**config.mk**
```make
export PLATFORM = sky130hd
export DESIGN_NAME = adder_sum_accumulator
export DESIGN_NICKNAME = d
export VERILOG_FILES = /design/src/rtl/adder_sum_accumulator.sv
export SDC_FILE = /design/constraint.sdc
export NUM_CORES = 1
export LEC_CHECK = 0
export ABC_CLOCK_PERIOD_IN_PS = 4100
export CAP_MARGIN = 20
export CORE_ASPECT_RATIO = 0.9
export CORE_MARGIN = 2
export CORE_UTILIZATION = 58
export DETAILED_ROUTE_END_ITERATION = 7
export GPL_TIMING_DRIVEN = 0
export PLACE_DENSITY = 0.93
export SYNTH_ARGS = -nofsm -noshare
export SYNTH_HDL_FRONTEND = slang
export SYNTH_SLANG_ARGS = --single-unit
```
**constraint.sdc**
```tcl
create_clock -name clk -period 4.1 [get_ports clk]
set_input_delay 0.82 -clock clk [delete_from_list [all_inputs] [get_ports clk]]
set_output_delay 0.82 -clock clk [all_outputs]
set_load 0.02 [all_outputs]
```
**src/rtl/adder_sum_accumulator.sv**
```systemverilog
// Batch accumulator behind the BigAdder stage: sums COUNT 17-bit {carry,sum} samples
// (or fewer on flush) and holds the total on a valid/ready port until it is taken.
module adder_sum_accumulator #(
    parameter int DATA_W = 16,
    parameter int COUNT  = 8,
    parameter int ACC_W  = 20,
    parameter int CNT_W  = 4
) (
    input  logic              clk,
    input  logic              rst,
    input  logic              in_valid,
    output logic              in_ready,
    input  logic [DATA_W-1:0] sum_in,
    input  logic              carry_in,
    input  logic              flush,
    output logic              out_valid,
    input  logic              out_ready,
    output logic [ACC_W-1:0]  acc_out,
    output logic [CNT_W-1:0]  out_cnt,
    output logic              ovf
);

    typedef enum logic {ACCUM, HOLD} state_t;

    state_t             state;
    logic [ACC_W-1:0]   acc_p0;
    logic [CNT_W-1:0]   cnt_p0;
    logic               ovf_pend_p0;

    logic               accept;
    logic [ACC_W:0]     sum_ext;
    logic [ACC_W-1:0]   acc_next;
    logic [CNT_W-1:0]   cnt_next;
    logic               ovf_next;
    logic               close;

    // The carry input is the 17th sample bit, so the sample is DATA_W+1 wide before widening.
    function automatic logic [ACC_W:0] extend_sample(input logic c, input logic [DATA_W-1:0] s);
        return {{(ACC_W-DATA_W){1'b0}}, c, s};
    endfunction

    // One guard bit above the accumulator captures the wrap for the sticky overflow flag.
    function automatic logic [ACC_W:0] add_with_carry(input logic [ACC_W-1:0] a,
                                                      input logic [ACC_W:0]   b);
        return {1'b0, a} + b;
    endfunction

    assign in_ready = (state == ACCUM) && !rst;
    assign accept   = in_valid && in_ready;

    always_comb begin
        sum_ext  = add_with_carry(acc_p0, extend_sample(carry_in, sum_in));
        acc_next = acc_p0;
        cnt_next = cnt_p0;
        ovf_next = ovf_pend_p0;
        if (accept) begin
            acc_next = sum_ext[ACC_W-1:0];
            cnt_next = cnt_p0 + CNT_W'(1);
            ovf_next = ovf_pend_p0 | sum_ext[ACC_W];
        end
        // A lone flush on an empty batch has nothing to report and is dropped.
        close = (state == ACCUM) &&
                ((accept && (cnt_next == CNT_W'(COUNT))) ||
                 (flush && ((cnt_p0 != '0) || accept)));
    end

    // ---- stage p0: accumulate, then load the result registers on batch close ----
    always_ff @(posedge clk) begin
        if (rst) begin
            state       <= ACCUM;
            acc_p0      <= '0;
            cnt_p0      <= '0;
            ovf_pend_p0 <= 1'b0;
            out_valid   <= 1'b0;
            acc_out     <= '0;
            out_cnt     <= '0;
            ovf         <= 1'b0;
        end else begin
            case (state)
                ACCUM: begin
                    acc_p0      <= acc_next;
                    cnt_p0      <= cnt_next;
                    ovf_pend_p0 <= ovf_next;
                    if (close) begin
                        state     <= HOLD;
                        out_valid <= 1'b1;
                        acc_out   <= acc_next;
                        out_cnt   <= cnt_next;
                        ovf       <= ovf_next;
                    end
                end
                HOLD: begin
                    // Result registers keep the old batch after the handshake.
                    if (out_valid && out_ready) begin
                        state       <= ACCUM;
                        out_valid   <= 1'b0;
                        acc_p0      <= '0;
                        cnt_p0      <= '0;
                        ovf_pend_p0 <= 1'b0;
                    end
                end
                default: state <= ACCUM;
            endcase
        end
    end

endmodule
```
## Yosys cells after proc, flatten, opt, wreduce, memory -nomap -nowiden

Index checks and enable logic that the tools add are counted.

- Output and inout bits: 27
- Bits of input ports: 22
- Latch bits: 0
- Bits in registers: 52
- Memories kept: 0
- Logic and storage cells: 41
- Bits in read-only memories: 0
- Bits in writable memories: 0

- Shifts and indexed selects: 0
- Add/subtract/negate cells: 2
- Bitwise operators: 2
- Reductions and logical operators: 12
- Mux-type cells: 14
- $mul: 0
- Magnitude comparators: 0
- Divide/modulo/power cells: 0
- Equal/unequal tests: 3

Operators with widths:

| operator | number |
|---|---|
| 20-bit 2-to-1 mux | 2 |
| 20-bit one-hot mux with 2 select lines | 1 |
| 20-bit by 17-bit adder with 21-bit output | 1 |
| 4-bit 2-to-1 mux | 2 |
| 4-bit one-hot mux with 2 select lines | 1 |
| 1-bit logical AND | 6 |
| 1-bit one-hot mux with 2 select lines | 3 |
| 1-bit 2-to-1 mux | 5 |
| 4-bit by 1-bit adder with 4-bit output (second input constant) | 1 |
| 4-bit equality test (second input constant) | 1 |
| 2-bit AND reduction | 2 |
| 4-bit nonzero test | 1 |
| 1-bit logical OR | 2 |
| 2-bit by 1-bit inequality test with 1-bit output (second input constant) | 1 |
| 2-bit inequality test (second input constant) | 1 |
| 1-bit zero test | 1 |
| 1-bit NOT | 1 |
| 1-bit OR | 1 |

## Longest topological paths before layout

- Depth after elaboration: 10
- Gate-level depth with buffers: 9
- Depth with buffers taken out: 8

## Worst setup path before layout

OpenSTA, ideal clock, no wires.

- Path type: input to register
- Start: input port sum_in[0]
- End: register acc_out[12]
- Data required time: 3.955 ns
- Setup slack: 1.229 ns
- Buffers on the path: 0
- Arrival: 2.726 ns
- Stages: 8
- Cell sequence: ha_1 > fa_1 > a21o_1 > a221o_1 > a41o_1 > or3_1 > nand3_1 > a311oi_2

- Cells in the longest elaborated chain, start to end: 2

RTL lines:

| what | line | text |
|---|---|---|
| start, declared | 13 | `input logic [DATA_W-1:0] sum_in,` |
| 20-bit by 17-bit adder with 21-bit output | 45 | `return {1'b0, a} + b;` |
| 20-bit 2-to-1 mux | 56 | `if (accept) begin` |
| end signal, assigned | 87 | `acc_out <= acc_next;` |
| end, declared | 18 | `output logic [ACC_W-1:0] acc_out,` |

No other way between the ends.
A chain may end at the register's enable or synchronous reset.

## Worst setup path in the final report

Ends and elaborated chain as after synthesis.

==> out/results.ini <==
[status]
outcome=completed

[worst_hold_path]
hold_class=reg2reg

[sta]
post-route-min-period_ps=3250
fin_skew_ps=7.47
rsz0062_at_grt=false
hold_viol_final=0
fmax_mhz=308
setup_tns_ps=0
post-route-period-util=0.792
drv_slew=0
holdWs_ps=460
finalSetupViolCount=0
tightest_slew_ps=960
worst_slew_margin_rel=0.359

[pwr]
combPwrFrac=0.395
ir_drop_mv=0.215
power.density_nw_per_um2=441
seqPwrFrac=0.392
pwr-share-clk=0.213
total_leakage_power_nw=1.49
p_sw_frac=0.376
switchingPower_mw=0.616
internal_power_mw=1.02

[setup_path]
cp-start-kind=input pin
crit_fanout=4
cp.arrival_ps=3420
crit_required_ps=4270
end_kind=flip-flop
critical_path_class=in2reg
rrSetupSlack_ps=1450

[logic_synthesis]
ys_warn_count=0
yosys.area_share.simple=0.240
synth_xor_area_frac=0.0373
synth_top_family_by_area=simple AND/OR/NAND/NOR gates
yosys-mux-area-fraction=0.0234
async_flop_share=0
synth_edf_count=0
seq_area_frac_synth=0.341
syn_inst=386
ys_ff_latch=52
synth.distinct_cells=58
netlist_area_um2=3050
synth_compound_area_frac=0.237
synth_nets=428
ys.flop_type=dfxtp_1
synthAdderAreaFrac=0.0845
synth_area_per_cell_um2=7.90

[placement]
port_buffers=48
dpl.hpwl_mm=6.22
globalplace.congestion=0.935

[clock_tree]
cts-root-buf=clkbuf_8
postCtsSetupRepairBufs=0
clock_path_buffers=2
cts_resized=0
clk_pin_slew_ps=90
ctsHoldBuffers=0
cts_tree=yes
cts.htree.levels=2
clock_sinks=52
clk_latency_ps=310
cts_buffers=5

[routing]
wl_mm=8.42
drtIter0Drc=341
dr_total_vias=3118
dr.pass1.iters=5
via_per_inst=6.15
drcViolationCount=0
ant_nets=0
wire_per_inst_um=16.6

[global_routing]
grt_max_degree=15
grt_use_total=0.303
antenna_found_initial=0
grt_overflow=0
grt_pass1_wl_mm=13.8
grt_pass1_vias=2946

[die]
num_io_pins=49
die-area_um2=5850
die_y_um=72.8
die_w_um=80.4
rows=25
initial_core_util=0.591
core_um2=5160

[final_layout]
drive_above_1_share=0.0614
multi_input_area_um2=1900
antenna_cells=0
synthToLayoutAreaGrowth_pct=21.7
seq_area_um2=1040
nets=483
final.fill_count=407

[job]
drv_cap=0

[routing by layer]
layer | GRT usage | wire [um] | share of wire | up-vias
met5 | 0 | 0 | 0 | -
met4 | 0.119 | 188 | 0.022 | 0
met3 | 0.0495 | 758 | 0.090 | 23
met2 | 0.485 | 3870 | 0.46 | 163
met1 | 0.411 | 3610 | 0.43 | 1440
li1 | - | - | - | 1492
[synth_stat cells, types with 3 or more instances]
master    instances  area [um^2]
nand2_1          75          282
dfxtp_1          52         1040
nor2_1           44          165
a21oi_1          25          125
o21ai_0          25          125
ha_1             19          238
a211oi_1         12         90.1
a311oi_1         11         96.3
buf_2            11         55.1
nand3_1           8         40.0
and3_1            7         43.8
clkbuf_1          7         26.3
xnor2_1           7         61.3
mux2i_1           6         60.1
xor2_1            6         52.6
inv_1             5         18.8
o211ai_1          5         37.5
a21o_1            3         22.5
nor2b_1           3         18.8
nor3_1            3         15.0
o21a_1            3         22.5
[power groups by stage]
stage	clock network, mW	registers (mW)	logic, mW
after CTS	0.343	0.640	0.635
after detailed placement	0	0.651	0.629
after global placement	0	0.646	0.610
after floorplan	0	0.682	0.384
after global routing	0.359	0.649	0.705
final	0.349	0.642	0.647
[final cells by class]
type | instances | area share
Buffer | 20 | 0.0239
Clock buffer | 5 | 0.0185
Clock inverter | 1 | 0.00809
Inverter | 6 | 0.00607
Multi-Input combinational cell | 308 | 0.511
Sequential cell | 52 | 0.280
Tap cell | 67 | 0.0226
Timing Repair Buffer | 48 | 0.129
[sequential cells by signal (all words and copies together) (netlist names)]
name / count
out_valid: 1
out_cnt: 4
cnt_p0: 4
acc_p0: 20
state: 1
ovf_pend_p0: 1
ovf: 1
acc_out: 20
[placed cells by master (no fill, tap or decap), types with 3 or more instances in the layout]
| master | n |
|---|---|
| dfxtp_1 | 52 |
| o21ai_0 | 25 |
| nand3_1 | 8 |
| a311oi_1 | 11 |
| mux2i_1 | 6 |
| a21o_1 | 3 |
| a21oi_1 | 25 |
| o211ai_1 | 5 |
| nor3_1 | 3 |
| clkbuf_8 | 5 |
| xnor2_1 | 7 |
| inv_1 | 5 |
| nand2_1 | 75 |
| and3_1 | 7 |
| nor2_1 | 44 |
| clkdlybuf4s50_1 | 48 |
| buf_2 | 11 |
| o21a_1 | 3 |
| clkbuf_1 | 7 |
| ha_1 | 19 |
| a211oi_1 | 12 |
| nor2b_1 | 3 |
| xor2_1 | 6 |
[path summary, 6_finish.rpt]
path,start,end,cells past startpoint
setup / recovery,sum_in[0],acc_out[12],9
hold / removal,ovf_pend_p0,ovf_pend_p0,2
setup reg to reg,acc_p0[0],acc_out[12],8
hold reg to reg,ovf_pend_p0,ovf_pend_p0,2
[cell families (layout without fill, tap and decap cells)]
family          count (synthesis)  in the layout
compound gates                107            107
flops                          52             52
xor+xnor                       13             13
mux                             7              7
simple gates                  161            161
buf+inv                        26             80
fa+ha+maj                      20             20
[stage by stage]
step                      cell area [um^2]  utilization  setup slack (ps)  std cells  total power [mW]
after detailed placement              3610        0.700               557        501              1.28
after global routing                  3710        0.719               758        507              1.71
after global placement                3610        0.700               585        501              1.26
after floorplan                       3050            -              1230        386              1.07
after CTS                             3710        0.719               865        507              1.62
final                                 3710        0.719               851        507              1.64
[worst max-delay path: stages]
cell             delay (ps)
clkdlybuf4s50_1         410
ha_1                    270
fa_1                    430
a21o_1                  210
a221o_1                 390
a41o_1                  320
or3_1                   310
nand3_1                 140
a311oi_2                100
No activity file was read; power rests on OpenSTA's default activity.
